`config.mk`:
```
export PLATFORM = sky130hd
export DESIGN_NAME = lsu_ctrl
export DESIGN_NICKNAME = d
export VERILOG_FILES = /design/src/rtl/lsu_pkg.sv /design/src/rtl/lsu_lane_align.sv /design/src/rtl/lsu_ctrl.sv
export SDC_FILE = /design/constraint.sdc
export NUM_CORES = 1
export LEC_CHECK = 0
export ABC_AREA = 1
export CAP_MARGIN = 20
export CORE_MARGIN = 4
export CORE_UTILIZATION = 40
export CTS_CLUSTER_SIZE = 25
export DETAILED_ROUTE_END_ITERATION = 10
export PLACE_DENSITY = 0.68
export SETUP_SLACK_MARGIN = 0.5
export SYNTH_ARGS = -nofsm -noshare
export SYNTH_HDL_FRONTEND = slang
export SYNTH_SLANG_ARGS = --single-unit
```
`constraint.sdc`:
```
create_clock -name clk -period 2.2 [get_ports clk]
set_clock_uncertainty 0.05 [all_clocks]
set_input_delay 0.44 -clock clk [delete_from_list [all_inputs] [get_ports clk]]
set_output_delay 0.44 -clock clk [all_outputs]
set_load 0.01 [all_outputs]
```
`src/rtl/lsu_pkg.sv`:
```
// Shared definitions for the load/store controller: op codes, FSM states
// and the lane extract/extend and lane merge helpers.
package lsu_pkg;

    localparam logic [3:0] OP_LB  = 4'b0000;
    localparam logic [3:0] OP_LH  = 4'b0001;
    localparam logic [3:0] OP_LW  = 4'b0010;
    localparam logic [3:0] OP_LBU = 4'b0100;
    localparam logic [3:0] OP_LHU = 4'b0101;
    localparam logic [3:0] OP_SB  = 4'b1000;
    localparam logic [3:0] OP_SH  = 4'b1001;
    localparam logic [3:0] OP_SW  = 4'b1010;

    localparam logic [1:0] SZ_BYTE = 2'b00;
    localparam logic [1:0] SZ_HALF = 2'b01;
    localparam logic [1:0] SZ_WORD = 2'b10;

    typedef enum logic [2:0] {
        S_IDLE,
        S_RD,
        S_CAP,
        S_WR,
        S_RESP
    } state_t;

    function automatic logic op_legal(input logic [3:0] op);
        logic ok;
        case (op)
            OP_LB, OP_LH, OP_LW, OP_LBU, OP_LHU,
            OP_SB, OP_SH, OP_SW: ok = 1'b1;
            default:             ok = 1'b0;
        endcase
        return ok;
    endfunction

    // op[2] selects zero-extension, op[1:0] the access size.
    function automatic logic [31:0] lane_extract(input logic [2:0]  op,
                                                 input logic [1:0]  lane,
                                                 input logic [31:0] word);
        logic [7:0]  b;
        logic [15:0] h;
        logic [31:0] r;
        b = word[{lane, 3'b000} +: 8];
        h = lane[1] ? word[31:16] : word[15:0];
        case (op[1:0])
            SZ_BYTE: r = op[2] ? {24'h0, b} : {{24{b[7]}}, b};
            SZ_HALF: r = op[2] ? {16'h0, h} : {{16{h[15]}}, h};
            default: r = word;
        endcase
        return r;
    endfunction

    // Replace the addressed lane of the old word with the low store bits.
    function automatic logic [31:0] lane_merge(input logic [1:0]  size,
                                               input logic [1:0]  lane,
                                               input logic [31:0] word,
                                               input logic [31:0] wdata);
        logic [31:0] r;
        r = word;
        case (size)
            SZ_BYTE: r[{lane, 3'b000} +: 8] = wdata[7:0];
            SZ_HALF: begin
                if (lane[1]) r[31:16] = wdata[15:0];
                else         r[15:0]  = wdata[15:0];
            end
            default: r = wdata;
        endcase
        return r;
    endfunction

endpackage

```
`src/rtl/lsu_lane_align.sv`:
```
// Combinational lane steering: load extract/extend and sub-word store merge,
// both keyed by the size/sign field of the op and the byte lane.
import lsu_pkg::*;

module lsu_lane_align (
    input  logic [2:0]  op,
    input  logic [1:0]  lane,
    input  logic [31:0] rdata,
    input  logic [31:0] wdata,
    output logic [31:0] load_data,
    output logic [31:0] merge_data
);

    // Both views of the captured RAM word; the FSM picks which one it keeps.
    always_comb begin
        load_data  = lane_extract(op, lane, rdata);
        merge_data = lane_merge(op[1:0], lane, rdata, wdata);
    end

endmodule

```
`src/rtl/lsu_ctrl.sv`:
```
// Load/store controller between the CPU memory stage and a word-wide data RAM.
// Sub-word stores use read-modify-write. Build option LSU_MISALIGN_TRAP_EN turns
// misaligned halfword/word accesses into error responses; without it the low
// address bits are forced to the access alignment.
import lsu_pkg::*;

module lsu_ctrl #(
    parameter int ADDR_W = 5
) (
    input  logic              clk,
    input  logic              rst,
    input  logic              req_valid,
    output logic              req_ready,
    input  logic [3:0]        req_op,
    input  logic [ADDR_W+1:0] req_addr,
    input  logic [31:0]       req_wdata,
    output logic              resp_valid,
    input  logic              resp_ready,
    output logic [31:0]       resp_rdata,
    output logic              resp_err,
    output logic              ram_ena,
    output logic              ram_wena,
    output logic [ADDR_W-1:0] ram_addr,
    output logic [31:0]       ram_wdata,
    input  logic [31:0]       ram_rdata
);

    state_t            state, state_next;
    logic [3:0]        op_q;
    logic [ADDR_W+1:0] addr_q;
    logic [31:0]       wdata_q;
    logic [31:0]       merged_q;
    logic [31:0]       rdata_q;
    logic              err_q;

    logic              accept;
    logic              req_err;
    logic [ADDR_W+1:0] addr_eff;
    logic [31:0]       load_data;
    logic [31:0]       merge_data;

    assign accept     = req_valid && (state == S_IDLE);
    assign resp_rdata = rdata_q;
    assign resp_err   = err_q;

    // Classify the incoming request and derive the address actually used.
    always_comb begin
        req_err  = !op_legal(req_op);
        addr_eff = req_addr;
`ifdef LSU_MISALIGN_TRAP_EN
        if ((req_op[1:0] == SZ_HALF) && req_addr[0])
            req_err = 1'b1;
        if ((req_op[1:0] == SZ_WORD) && (req_addr[1:0] != 2'b00))
            req_err = 1'b1;
`else
        if (req_op[1:0] == SZ_HALF)
            addr_eff[0] = 1'b0;
        else if (req_op[1:0] == SZ_WORD)
            addr_eff[1:0] = 2'b00;
`endif
    end

    lsu_lane_align u_align (
        .op         (op_q[2:0]),
        .lane       (addr_q[1:0]),
        .rdata      (ram_rdata),
        .wdata      (wdata_q),
        .load_data  (load_data),
        .merge_data (merge_data)
    );

    // State register.
    always_ff @(posedge clk) begin
        if (rst) state <= S_IDLE;
        else     state <= state_next;
    end

    // Next state and all handshake/RAM outputs, decoded from the registered state.
    always_comb begin
        state_next = state;
        req_ready  = 1'b0;
        resp_valid = 1'b0;
        ram_ena    = 1'b0;
        ram_wena   = 1'b0;
        ram_addr   = '0;
        ram_wdata  = '0;
        case (state)
            S_IDLE: begin
                req_ready = 1'b1;
                if (accept) begin
                    if (req_err)              state_next = S_RESP;
                    else if (req_op == OP_SW) state_next = S_WR;
                    else                      state_next = S_RD;
                end
            end
            S_RD: begin
                ram_ena    = 1'b1;
                ram_addr   = addr_q[ADDR_W+1:2];
                state_next = S_CAP;
            end
            S_CAP: begin
                state_next = op_q[3] ? S_WR : S_RESP;
            end
            S_WR: begin
                ram_ena    = 1'b1;
                ram_wena   = 1'b1;
                ram_addr   = addr_q[ADDR_W+1:2];
                ram_wdata  = (op_q == OP_SW) ? wdata_q : merged_q;
                state_next = S_RESP;
            end
            S_RESP: begin
                resp_valid = 1'b1;
                if (resp_ready) state_next = S_IDLE;
            end
            default: state_next = S_IDLE;
        endcase
        // A reset landing in RD/WR must not reach the RAM in that same cycle.
        if (rst) begin
            ram_ena   = 1'b0;
            ram_wena  = 1'b0;
            ram_addr  = '0;
            ram_wdata = '0;
        end
    end

    // Request latch on acceptance and merged word capture for sub-word stores.
    always_ff @(posedge clk) begin
        if (accept) begin
            op_q    <= req_op;
            addr_q  <= addr_eff;
            wdata_q <= req_wdata;
        end
        if (state == S_CAP)
            merged_q <= merge_data;
    end

    // Response payload: cleared on acceptance, filled in CAP for loads.
    always_ff @(posedge clk) begin
        if (rst) begin
            rdata_q <= '0;
            err_q   <= 1'b0;
        end else if (accept) begin
            rdata_q <= '0;
            err_q   <= req_err;
        end else if ((state == S_CAP) && !op_q[3]) begin
            rdata_q <= load_data;
        end
    end

endmodule

```
======== Yosys cells after proc, flatten, opt, wreduce, memory -nomap -nowiden ========
Memory sizes are Yosys's and may differ from the RTL's.
Index checks and enable logic that the tools add are counted.
cells by class
  multiplexer cells ....................... 27
  add/subtract/negate cells ............... 1
  shift-type cells ........................ 3
  reductions and logical operators ........ 10
  eq/ne operators ......................... 11
operators with widths
  operator                count
  $mux 32                 5
  $pmux 32 s2             2
  $mux 16                 3
  $bwmux 32               1
  $shift 8x7->32 const A  1
  $shiftx 32x6->8         1
  $shiftx 8x7->32         1
  $pmux 3 s5              1
  $mux 3                  4
  $mux 5                  2
  $eq 4x4->1 const B      2
  $mux 1                  7
  $neg 5->7               1
  $eq 3x2->1 const B      2
  $reduce_or 2->1         3
  $eq 2x1->1 const B      2
  $mux 2                  2
  $ne 2x2->1 const B      2
  $eq 3x1->1 const B      1
  $eq 3x3->1 const B      1
  $logic_not 3->1         1
  $eq 2x2->1 const B      1
  $logic_and 1x1->1       2
  $logic_not 1->1         2
  other kinds (2)         2
word-level totals
  register bits after elaboration ......... 111
  bits of input ports ..................... 79
  logic and storage cells ................. 61
  bits in read-only memories .............. 16
  output and inout bits ................... 74
  memories kept ........................... 1
memory list
  name             depth  width  read ports  clocked after memory_dff  wr ports  RTL line       text
  (no name shown)  16     1      1           0                         0         lsu_pkg.sv:28  case (op)

======== Logic depth before layout (Yosys ltp) ========
Gate-level depths: netlist of run 1.
  depth in word-level cells ............... 5
  depth in mapped cells ................... 10
  depth with buffers taken out ............ 9

======== Hierarchy ========
Synthesis of run 1 repeated with hierarchy kept, for this count alone.
second synthesis, totals
  cells, all modules ...................... 794
  area total of the unflattened synthesis .. 6354.8 um^2
modules (own cells, without submodules)
  module          area each (um^2)  instances  seq. area each (um^2)  cells each
  lsu_ctrl        4369.2            1          2972.9                 392
  lsu_lane_align  1985.7            1          0.0                    402

======== Worst setup path after synthesis of run 1 ========
No wires, ideal clock.
  path type ............................... register -> register
  start ................................... reg state[2]
  end ..................................... reg addr_q[0] (enable)
  path slack .............................. 0.122 ns
  clock period less this slack ............ 2.078 ns
  library setup time ...................... 0.398 ns
  arrival time ............................ 1.630 ns
  cell stages (with the launch flop) ...... 4
  required time ........................... 1.752 ns
  buffers on the path ..................... 0
  path through ............................ dfxtp_1 -> nor3_4 -> nand2_2 -> inv_1
on the way
  longest elaborated chain between the ends .. 2
RTL lines
  element                 RTL line         text
  from (decl)             lsu_ctrl.sv:28   state_t state, state_next;
  from (signal assigned)  lsu_ctrl.sv:75   else state <= state_next;
  $logic_not 3->1         lsu_ctrl.sv:42   assign accept = req_valid && (state == S_IDLE);
  $logic_and 1x1->1       lsu_ctrl.sv:42
  named net accept        lsu_ctrl.sv:36   logic accept;
  to (signal assigned)    lsu_ctrl.sv:130  addr_q <= addr_eff;
  to (decl)               lsu_ctrl.sv:30   logic [ADDR_W+1:0] addr_q;
The timed path passes the listed nets, and every way through them passes these cells.
A chain may end at the register's enable or synchronous reset.

======== Worst setup path in the final report of run 1 ========
  start ................................... reg state[0]
  end ..................................... out ram_wdata[0]
on the way
  longest elaborated chain between the ends .. 3
RTL lines
  element     RTL line         text
  $eq 3x2->1  lsu_ctrl.sv:87   case (state)
  $mux 32     lsu_ctrl.sv:87
  $mux 32     lsu_ctrl.sv:118  if (rst) begin
  to (decl)   lsu_ctrl.sv:24   output logic [31:0] ram_wdata,
No other way between the ends.

==> summary.md, run 1 <==
| Metric | Value |
|---|---|
| Worst Slack Setup Final | -0.02672 ns |
| GR Util met3 | 0.08079 |
| Syn_area_per_cell | 8.305 um2 |
| GR Util met1 | 0.2971 |
| Fmax | 449.1 MHz |
| Top FF cell, synth | edfxtp_1 |
| Fill count | 1154 |
| Root Driver | clkbuf_16 |
| 1st-iter DRT viols | 781 |
| RSZ-0062 raised after global routing | yes |
| CP Launch Type | flop |
| Clock period minus worst slack | 2.227 ns |
| Yosys top cell by area | edfxtp_1 |
| Worst slew margin | 0.7334 |
| Row cnt | 44 |
| Post-Route Utilization | 0.6498 |
| Grt ovf | 0 |
| Placed cell area | 7786 um2 |
| Post-synthesis register bit count | 111 |
| Final number of setup-violating endpoints | 3 |
| Crit path kind | reg -> out |
| Post-DP HPWL | 13740 um |
| CP Data Required Time | 1.71 ns |
| Initial antenna violation count | 0 |
| Drt via density | 5.560 |
| CTS HTree Levels | 3 |
| Beginning of the worst hold path | resp_err |
| I/O Buffers | 152 |
| TritonCTS clock tree | yes |
| Filler-free cell count of the finished design | 1116 |
| Ys Warns | 0 |
| Ys async rst share | 0 |
| Worst setup startpoint | state[0] |
| Core area | 14480 um2 |
| Post-synthesis sequential area ratio | 0.5063 |
| Most frequent cells after synthesis | nand2_1, o21ai_0, nor2_1 |
| Post-route ant nets | 0 |
| Post-layout nets | 1016 |
| Gr busiest metal | met2 |
| Max-cap viol count | 0 |
| Pre-Repair DR Iteration Count | 5 |
| Met2 Resource Use GR | 0.3902 |
| Num CTS Buffers | 9 |
| Design Area, Final | 9408 um2 |
| Status | complete, but fails checks |
| Initial Util | 0.4055 |
| Synth cell types | 38 |
| Largest cells by area after synthesis | edfxtp_1, dfxtp_1, nand2_1 |
| PwrDens | 573.8 nW/um2 |
| P_leak | 0.004008 uW |
| Syn_nets | 794 |
| Total number of vias | 6205 |
| Area delta synth->final | 60.22% |
| Hold Crit Class | reg -> reg |
| Final RePlAce weighted congestion | 0.9609 |
| Post-Syn Area | 5872 um2 |
| Die H | 129.2 um |
| Hold WS | 0.4343 ns |
| # hold bufs at CTS | 0 |
| Slew Viols, Final | 0 |
| Chip width | 129.2 um |
| CTS Sinks | 111 |
| CP Max Fanout | 7 |
| Register clock-pin slew on the reported worst setup and hold paths | 0.06 ns |
| EDFF count, synth | 75 |
| Clk_lat worst skew | 0.36 ns |
| Worst Path Arrival | 1.74 ns |
| Layout cells sized above 1 | 0.3144 |
| Tcrit/Tclk final | 1.012 |
| Mapped Cells | 707 |
| Drt wl/cell | 20.55 um |
| DP Cell Count | 1044 |
| Worst VDD drop | 0.4386 mV |
| Maximum buffer depth of the clock tree | 2 |
| Hold Vio Cnt, Final | 0 |
| Largest net degree at the start of global routing | 43 |
| Failing checks | setup timing |
| Vias in the first global route | 5715 |
| Post-synth top area share | 0.3835 |
| Global-route wire length before repair | 30730 um |
| Die Area | 16680 um2 |
| Most common cell in the netlist | nand2_1 |
| Drt total wl | 22940 um |
| ANT cells | 0 |
| Aggregate global-route resource usage | 0.2409 |
| FF-to-FF Start | addr_q[1] |
| Drt drc | 0 |
| Pin slew with the least headroom to its limit | 0.3999 ns |
| Top-Level Pins | 153 |
| Crit. End Element | primary output |
-- what timing repair did --
action / 4_1_cts / 5_1_grt
buffers inserted: 22 / 21
gates cloned: 6 / 9
resized for setup: 297 / 166
pin swaps: 27 / 61
endpoints found under the hold margin: 0 / 0
endpoints found under the setup margin: 131 / 149
-- cell type report --
cell class / instances / area, um2 / share of cell area
sequential: 111 / 2975 / 0.3163
timing repair buffer: 245 / 2475 / 0.2631
tap: 184 / 230.2 / 0.02447
multi-input combinational: 476 / 3099 / 0.3294
inverter: 84 / 370.4 / 0.03937
clock inverter: 3 / 12.51 / 0.001330
clock buffer: 11 / 232.7 / 0.02474
timing repair inverter: 2 / 12.51 / 0.001330
-- placed cells by master, fill, tap and decap left out, types with 12 or more instances in the layout --
cell / count
nor2_1: 68
buf_4: 43
nand3_1: 13
o21ai_0: 49
edfxtp_1: 75
dlygate4sd2_1: 34
nand2_2: 12
nand4_1: 18
nor2_4: 13
buf_2: 34
buf_12: 13
dfxtp_1: 34
o21ai_2: 20
nand2_1: 118
clkbuf_16: 14
buf_6: 30
clkdlybuf4s50_1: 77
a21oi_1: 39
o21ai_1: 19
a21oi_2: 24
inv_1: 66
-- kinds of logic (layout without fill, tap and decap cells) --
kind of cell | count (synthesis) | after routing | share of synthesized area
simple gates | 277 | 278 | 0.2101
compound gates | 190 | 190 | 0.1762
buf+inv | 121 | 345 | 0.09035
flops | 111 | 111 | 0.5063
fa+ha+maj | 8 | 8 | 0.01705
-- through the flow --
step	power (uW)	setup TNS, ns	setup WS [ns]
floorplan	2959	0	0.4993
global placement	3382	-13.23	-0.4349
detailed placement	3390	-14.24	-0.4967
CTS	5002	-0.2315	-0.04521
global route	5596	-1.500	-0.09319
finish	5398	-0.06527	-0.02672
-- state kept, by name, summed over array words and instances (netlist names) --
register,flops
merged_q,32
resp_rdata,32
wdata_q,32
addr_q,7
op_q,4
state,3
resp_err,1
-- path summary, 6_finish.rpt --
kind / to / slack (ns) / cells past startpoint
max: ram_wdata[0] / -0.03 / 10
min: resp_err / 0.43 / 2
max reg2reg: merged_q[28] / 0.25 / 8
min reg2reg: resp_err / 0.43 / 2
-- per-layer routing --
layer  vias to the layer above  share of wire
met5                         -              0
met4                         0          0.050
li1                       2863              -
met1                      2926           0.37
met2                       332           0.48
met3                        84           0.10
-- critical path: stages, from the launching register on --
cell and delay [ns]:
dfxtp_2 0.33, inv_2 0.05, nor2_4 0.11, nand2_4 0.08, nor2_4 0.12, buf_6 0.12, buf_12 0.12, buf_16 0.13
o21ai_2 0.05, a21oi_1 0.12, buf_2 0.15
-- power breakdown --
part	internal (uW)	total, uW	leakage [uW]	switching, uW
Sequential	2370	2440	0.000995	76.7
Clock	747	1470	0.000120	718
Combinational	672	1490	0.00289	816
No activity file was read; power rests on OpenSTA's default activity.
==> inputs of run 2 (changes only) <==
==> constraint.sdc (replaced) <==
create_clock -name clk -period 2.15 [get_ports clk]
set_clock_uncertainty 0.05 [all_clocks]
set_input_delay 0.43 -clock clk [delete_from_list [all_inputs] [get_ports clk]]
set_output_delay 0.43 -clock clk [all_outputs]
set_load 0.01 [all_outputs]
==> run 2 against run 1 <==
The flow still finishes with violations (setup timing). Hold slack is essentially flat. First-iteration DRC count shrank 18%. Critical path depth grew 2. Largest power group unchanged.
==> summary.md, run 2 (synthesis gave the netlist of run 1 again) <==
| Metric | Value |
|---|---|
| Status | complete, but fails checks |
| Failing checks | setup timing |
| Commonest non-fill, non-tap cell in the layout | nand2_1 |
| Row cnt | 44 (unchanged) |
| P_leak | 0.004136 uW (+3.2%) |
| TritonCTS clock tree | yes |
| Sw Pwr | 1703 uW (+5.7%) |
| Pre-Repair DR Iteration Count | 5 (unchanged) |
| Clock Power Share | 0.298 (+0.027) |
| Commonest cells after routing, fill and taps aside | nand2_1, clkdlybuf4s50_1, edfxtp_1 |
| Initial Util | 0.4055 (unchanged) |
| Final number of setup-violating endpoints | 62 (+59) |
| Fill count | 1082 (-6.2%) |
| CP Data Required Time | 2.18 ns (+0.47 ns) |
| Max-cap viol count | 0 (unchanged) |
| Hold Vio Cnt, Final | 0 (unchanged) |
| Logic gate share of total power | 0.275 (about the same) |
| Clk_lat worst skew | 0.36 ns (about the same) |
| Worst Path Arrival | 2.26 ns (+0.52 ns) |
| Register clock-pin slew on the reported worst setup and hold paths | 0.07 ns (about the same) |
| Worst slew margin | 0.6119 (-0.1215) |
| Maximum buffer depth of the clock tree | 2 (unchanged) |
| Post-route ant nets | 0 (unchanged) |
| Fmax | 447.2 MHz |
| PwrDens | 602.3 nW/um2 (+5.0%) |
| Largest net degree at the start of global routing | 45 (+4.7%) |
| CP Max Fanout | 6 (-1) |
| Worst VDD drop | 0.6068 mV (+38%) |
| Post-DP HPWL | 13340 um (-2.9%) |
| Setup TNS | -3.043 ns (-2.978 ns) |
| Crit. End Element | flop |
| Grt ovf | 0 (unchanged) |
| Die Area | 16680 um2 (unchanged) |
| Area delta synth->final | 65.42% |
| Die H | 129.2 um (unchanged) |
| Cell count of the worst reg-to-reg path | 12 (+4) |
| Hold Crit Class | reg -> reg |
| CTS HTree Levels | 3 (unchanged) |
| Chip width | 129.2 um (unchanged) |
| Num CTS Buffers | 9 (unchanged) |
| Total number of vias | 6274 (+1.1%) |
| Drt drc | 0 (unchanged) |
| Worst R2R Setup Slack | -0.09 ns (-0.34 ns) |
| Slew Viols, Final | 0 (unchanged) |
| Vias in the first global route | 5901 (+3.3%) |
| Aggregate global-route resource usage | 0.2490 (+0.008110) |
| Crit path kind | reg -> reg |
| CTS Sinks | 111 (unchanged) |
| Top-Level Pins | 153 (unchanged) |
| Drt total wl | 23080 um (+0.64%) |
| Tcrit/Tclk final | 1.040 |
| Initial antenna violation count | 0 (unchanged) |
| Design Area, Final | 9713 um2 (+3.2%) |
| Hold depth | 2 (unchanged) |
| Sw Share | 0.2910 (-0.007332) |
| # hold bufs at CTS | 0 (unchanged) |
| RSZ-0062 raised after global routing | yes |
| Seq pwr share | 0.427 (-0.026) |
| Clock period minus worst slack | 2.236 ns |
| Pin slew with the least headroom to its limit | 0.5821 ns (+0.1823 ns) |
| I/O Buffers | 152 (unchanged) |
| Internal power | 4147 uW (+9.5%) |
| 1st-iter DRT viols | 642 (-18%) |
| Global-route wire length before repair | 31930 um (+3.9%) |
| Placed cell area | 7821 um2 (+0.45%) |
| Core area | 14480 um2 (unchanged) |
| Worst Slack Setup Final | -0.08638 ns (-0.05966 ns) |
| Hold WS | 0.4339 ns (-0.0003800 ns) |
| Root Driver | clkbuf_16 |
| Drt wl/cell | 20.39 um (-0.78%) |
| Post-layout nets | 1029 (+1.3%) |
| Layout cells sized above 1 | 0.3379 (+0.02353) |
| Drt via density | 5.542 (-0.32%) |
| CP Launch Type | flop |
| Final RePlAce weighted congestion | 0.9252 (-3.7%) |
## run 2: cell count changes in the layout (fill, tap and decap cells not counted), moves of 6 or more
cell / change
nor2_2: +14
o21ai_4: +6
nand2_2: -6
a21oi_1: +6
nor2_1: -14
buf_12: +8
o21ai_2: +11
o21ai_0: -17
nand2_1: +9
## run 2: area by class of cell
cell class / instances / area [um2] / share of cell area
well taps: 184 / 230.2 / 0.02370
diodes: 1 / 2.502 / 0.0002576
multi-input cells: 476 / 3068 / 0.3159
flip-flops and latches: 111 / 2977 / 0.3065
clock inverters: 3 / 42.54 / 0.004380
inverters: 84 / 371.6 / 0.03826
repair buffers: 256 / 2719 / 0.2799
clock buffers: 13 / 261.5 / 0.02692
repair inverters: 4 / 41.29 / 0.004251
## run 2: power by group through the flow
stage	Sequential [uW]	Combinational [uW]	Clock (uW)
5_1_grt	2500	1690	1840
6_report	2500	1610	1740
3_5_place_dp	2530	949	0
3_3_place_gp	2530	940	0
4_1_cts	2490	1290	1750
2_1_floorplan	2520	521	0
## run 2: worst max-delay path: stages (launching register included)
cell	delay, ns
dfxtp_2	0.32
buf_4	0.13
buf_6	0.10
buf_6	0.10
buf_6	0.10
buf_6	0.10
buf_6	0.12
nor3_4	0.20
buf_6	0.16
nand2_8	0.06
clkinvlp_4	0.20
buf_12	0.16
clkbuf_16	0.15
## run 2: what timing repair did
action                     CTS  global route
setup buffers               44            12
gates resized for setup    370           101
setup endpoints to repair  138           152
pin swaps                   47            24
cloned                      12             7
## run 2: worst paths after layout
check / from / to
hold reg to reg: resp_err / resp_err
hold / removal: resp_err / resp_err
setup reg to reg: state[0] / wdata_q[20]
setup / recovery: state[0] / wdata_q[20]
## run 2: through the flow
| step | power (uW) | setup WS (ns) | cells | util |
|---|---|---|---|---|
| 6_report | 5850 | -0.08638 | 1132 | 0.6708 |
| 5_1_grt | 6035 | -0.1904 | 1131 | 0.6707 |
| 4_1_cts | 5528 | -0.04629 | 1112 | 0.6264 |
| 3_5_place_dp | 3483 | -0.4280 | 1040 | 0.5402 |
| 3_3_place_gp | 3473 | -0.4098 | 1040 | 0.5402 |
| 2_1_floorplan | 3036 | 0.4508 | 707 | - |
## run 2: layer usage
layer	GRT usage	vias up	wire length [um]
met5	0	-	0
met1	0.3207	2940	8765
met4	0.1062	0	1052
met2	0.4009	360	11010
met3	0.06142	76	2260
li1	-	2898	-
==> inputs of run 3 (changes only) <==
--- a/config.mk
+++ b/config.mk
@@ -11,7 +11,7 @@
 export CORE_UTILIZATION = 40
 export CTS_CLUSTER_SIZE = 25
 export DETAILED_ROUTE_END_ITERATION = 10
-export PLACE_DENSITY = 0.68
+export DONT_BUFFER_PORTS = 1
 export SETUP_SLACK_MARGIN = 0.5
 export SYNTH_ARGS = -nofsm -noshare
 export SYNTH_HDL_FRONTEND = slang
==> run 3 against run 2 <==
The run still ends with setup timing left. Critical path depth fell by 4. Sequential share of layout area rose by 3.4 points. Count of clock-buffer cells in the layout fell by 3.
==> summary.md, run 3 (synthesis gave the netlist of run 1 again) <==
| Metric | Value |
|---|---|
| Status | complete, but fails checks |
| Failing checks | setup timing |
| Worst slew margin | 0.7086 (+0.09672) |
| Pre-Repair DR Iteration Count | 8 (+3) |
| Post-layout nets | 898 (-13%) |
| Post-route ant nets | 0 (unchanged) |
| CP cell instances | nand4_1, buf_6, clkinv_8, buf_12, buf_16, nor2_2, nor2_1, buf_4 |
| Commonest cells after routing, fill and taps aside | nand2_1, edfxtp_1, buf_4 |
| Maximum buffer depth of the clock tree | 2 (unchanged) |
| CP Data Required Time | 1.67 ns (-0.51 ns) |
| Slew Viols, Final | 0 (unchanged) |
| Slowest Stage Delay on Critical Path | 0.43 ns (+0.11 ns) |
| P_leak | 0.003492 uW (-16%) |
| Wl on met1 | 8449 um (-3.6%) |
| RSZ-0062 raised after global routing | yes |
| Area delta synth->final | 49.24% |
| Drt wl/cell | 21.98 um (+7.8%) |
| Post-Route Utilization | 0.6053 (-0.06559) |
| Worst VDD drop | 0.5168 mV (-15%) |
| Drt via density | 5.777 (+4.2%) |
| # hold bufs at CTS | 0 (unchanged) |
| I/O Buffers | 0 (-100%) |
| Vias in the first global route | 5316 (-9.9%) |
| CTS HTree Levels | 3 (unchanged) |
| Global-route wire length before repair | 30580 um (-4.2%) |
| Total number of vias | 5777 (-7.9%) |
| Met2 WL | 10420 um (-5.3%) |
| Setup TNS | -0.1118 ns (+2.931 ns) |
| TritonCTS clock tree | yes |
| Total area of sequential cells | 2982 um2 (+0.17%) |
| Clock period minus worst slack | 2.191 ns (-0.04559 ns) |
| Post-DP HPWL | 13850 um (+3.9%) |
| PwrDens | 649.9 nW/um2 (+7.9%) |
| Drt drc | 0 (unchanged) |
| Highest metal used | met4 |
| Initial antenna violation count | 0 (unchanged) |
| Aggregate global-route resource usage | 0.2444 (-0.004639) |
| CP Launch Type | flop |
| Register clock-pin slew on the reported worst setup and hold paths | 0.07 ns (about the same) |
| 1st-iter DRT viols | 618 (-3.7%) |
| Fmax | 456.5 MHz (+2.1%) |
| Max-cap viol count | 0 (unchanged) |
| Num CTS Buffers | 9 (unchanged) |
| Top-Level Pins | 153 (unchanged) |
| Core area | 14480 um2 (unchanged) |
| Tcrit/Tclk final | 1.019 (-0.02121) |
| Hold Vio Cnt, Final | 0 (unchanged) |
| Drt total wl | 21980 um (-4.8%) |
| Die Area | 16680 um2 (unchanged) |
| Crit path kind | reg -> out |
| Chip width | 129.2 um (unchanged) |
| Total Power | 5695 uW (-2.6%) |
| CTS Sinks | 111 (unchanged) |
| Clk_lat worst skew | 0.36 ns (about the same) |
| Crit path max-delay cell type | edfxtp_1 |
| Largest net degree at the start of global routing | 34 (-24%) |
| Final number of setup-violating endpoints | 5 (-92%) |
| Root Driver | clkbuf_16 |
| CP Max Fanout | 6 (unchanged) |
| Initial Util | 0.4055 (unchanged) |
| Hold WS | 0.08025 ns (-0.3537 ns) |
| ANT cells | 0 (-1) |
| Final RePlAce weighted congestion | 0.9008 (-2.6%) |
| Area of the multi-input gates | 3289 um2 (+7.2%) |
| Die H | 129.2 um (unchanged) |
| Row cnt | 44 (unchanged) |
| DR WL met3 | 2194 um (-2.9%) |
| Hold Crit Class | in -> reg |
| Commonest non-fill, non-tap cell in the layout | nand2_1 |
| Worst Slack Setup Final | -0.04079 ns (+0.04559 ns) |
| Crit. End Element | primary output |
| Grt ovf | 0 (unchanged) |
| Layout cells sized above 1 | 0.4056 (+0.06773) |
| Pin slew with the least headroom to its limit | 0.4341 ns (-0.1480 ns) |
| Pre-CTS WS | 0.05814 ns (+0.4862 ns) |
| Fill count | 1172 (+8.3%) |
| Worst Path Arrival | 1.71 ns (-0.55 ns) |
-- run 3: worst paths after layout --
kind	from	endpoint	slack (ns)	depth (start not counted)
setup / recovery	op_q[3]	ram_wdata[26]	-0.04	8
hold / removal	rst	state[0]	0.08	1
setup reg to reg	op_q[1]	resp_rdata[17]	0.32	10
hold reg to reg	resp_err	resp_err	0.47	2
-- run 3: timing repair --
item,CTS,global route
resized for setup,160,177
pin swaps,40,51
setup endpoints to repair,135,172
gates cloned,13,3
setup buffers,42,24
-- run 3: metal layers --
layer,up-vias,global-route usage
met5,-,0
met2,330,0.3832
li1,2639,-
met4,0,0.1062
met1,2752,0.3075
met3,56,0.08409
-- run 3: layout make-up --
class	count	area share
Clock inverter	6	0.01028
Multi-Input combinational cell	477	0.3754
Inverter	84	0.04298
Timing Repair Buffer	128	0.1788
Clock buffer	10	0.02613
Sequential cell	111	0.3402
Tap cell	184	0.02627
-- run 3: critical path: cells and delay by family (launching register included) --
kind | cells | cell delay (ns)
buffers and inverters | 5 | 0.67
AND/OR/NAND/NOR | 3 | 0.25
flip-flops | 1 | 0.43
-- run 3: report_power, final --
group / internal (uW) / switching [uW]
sequential: 2420 / 93.6
combinational: 606 / 773
clock: 1030 / 770
total: 4060 / 1640
-- run 3: stage by stage --
step                area [um2]  cells
finish                    8763   1000
global route              8763   1000
global placement          6355    902
detailed placement        6355    902
floorplan                 5938    707
CTS                       7856    973
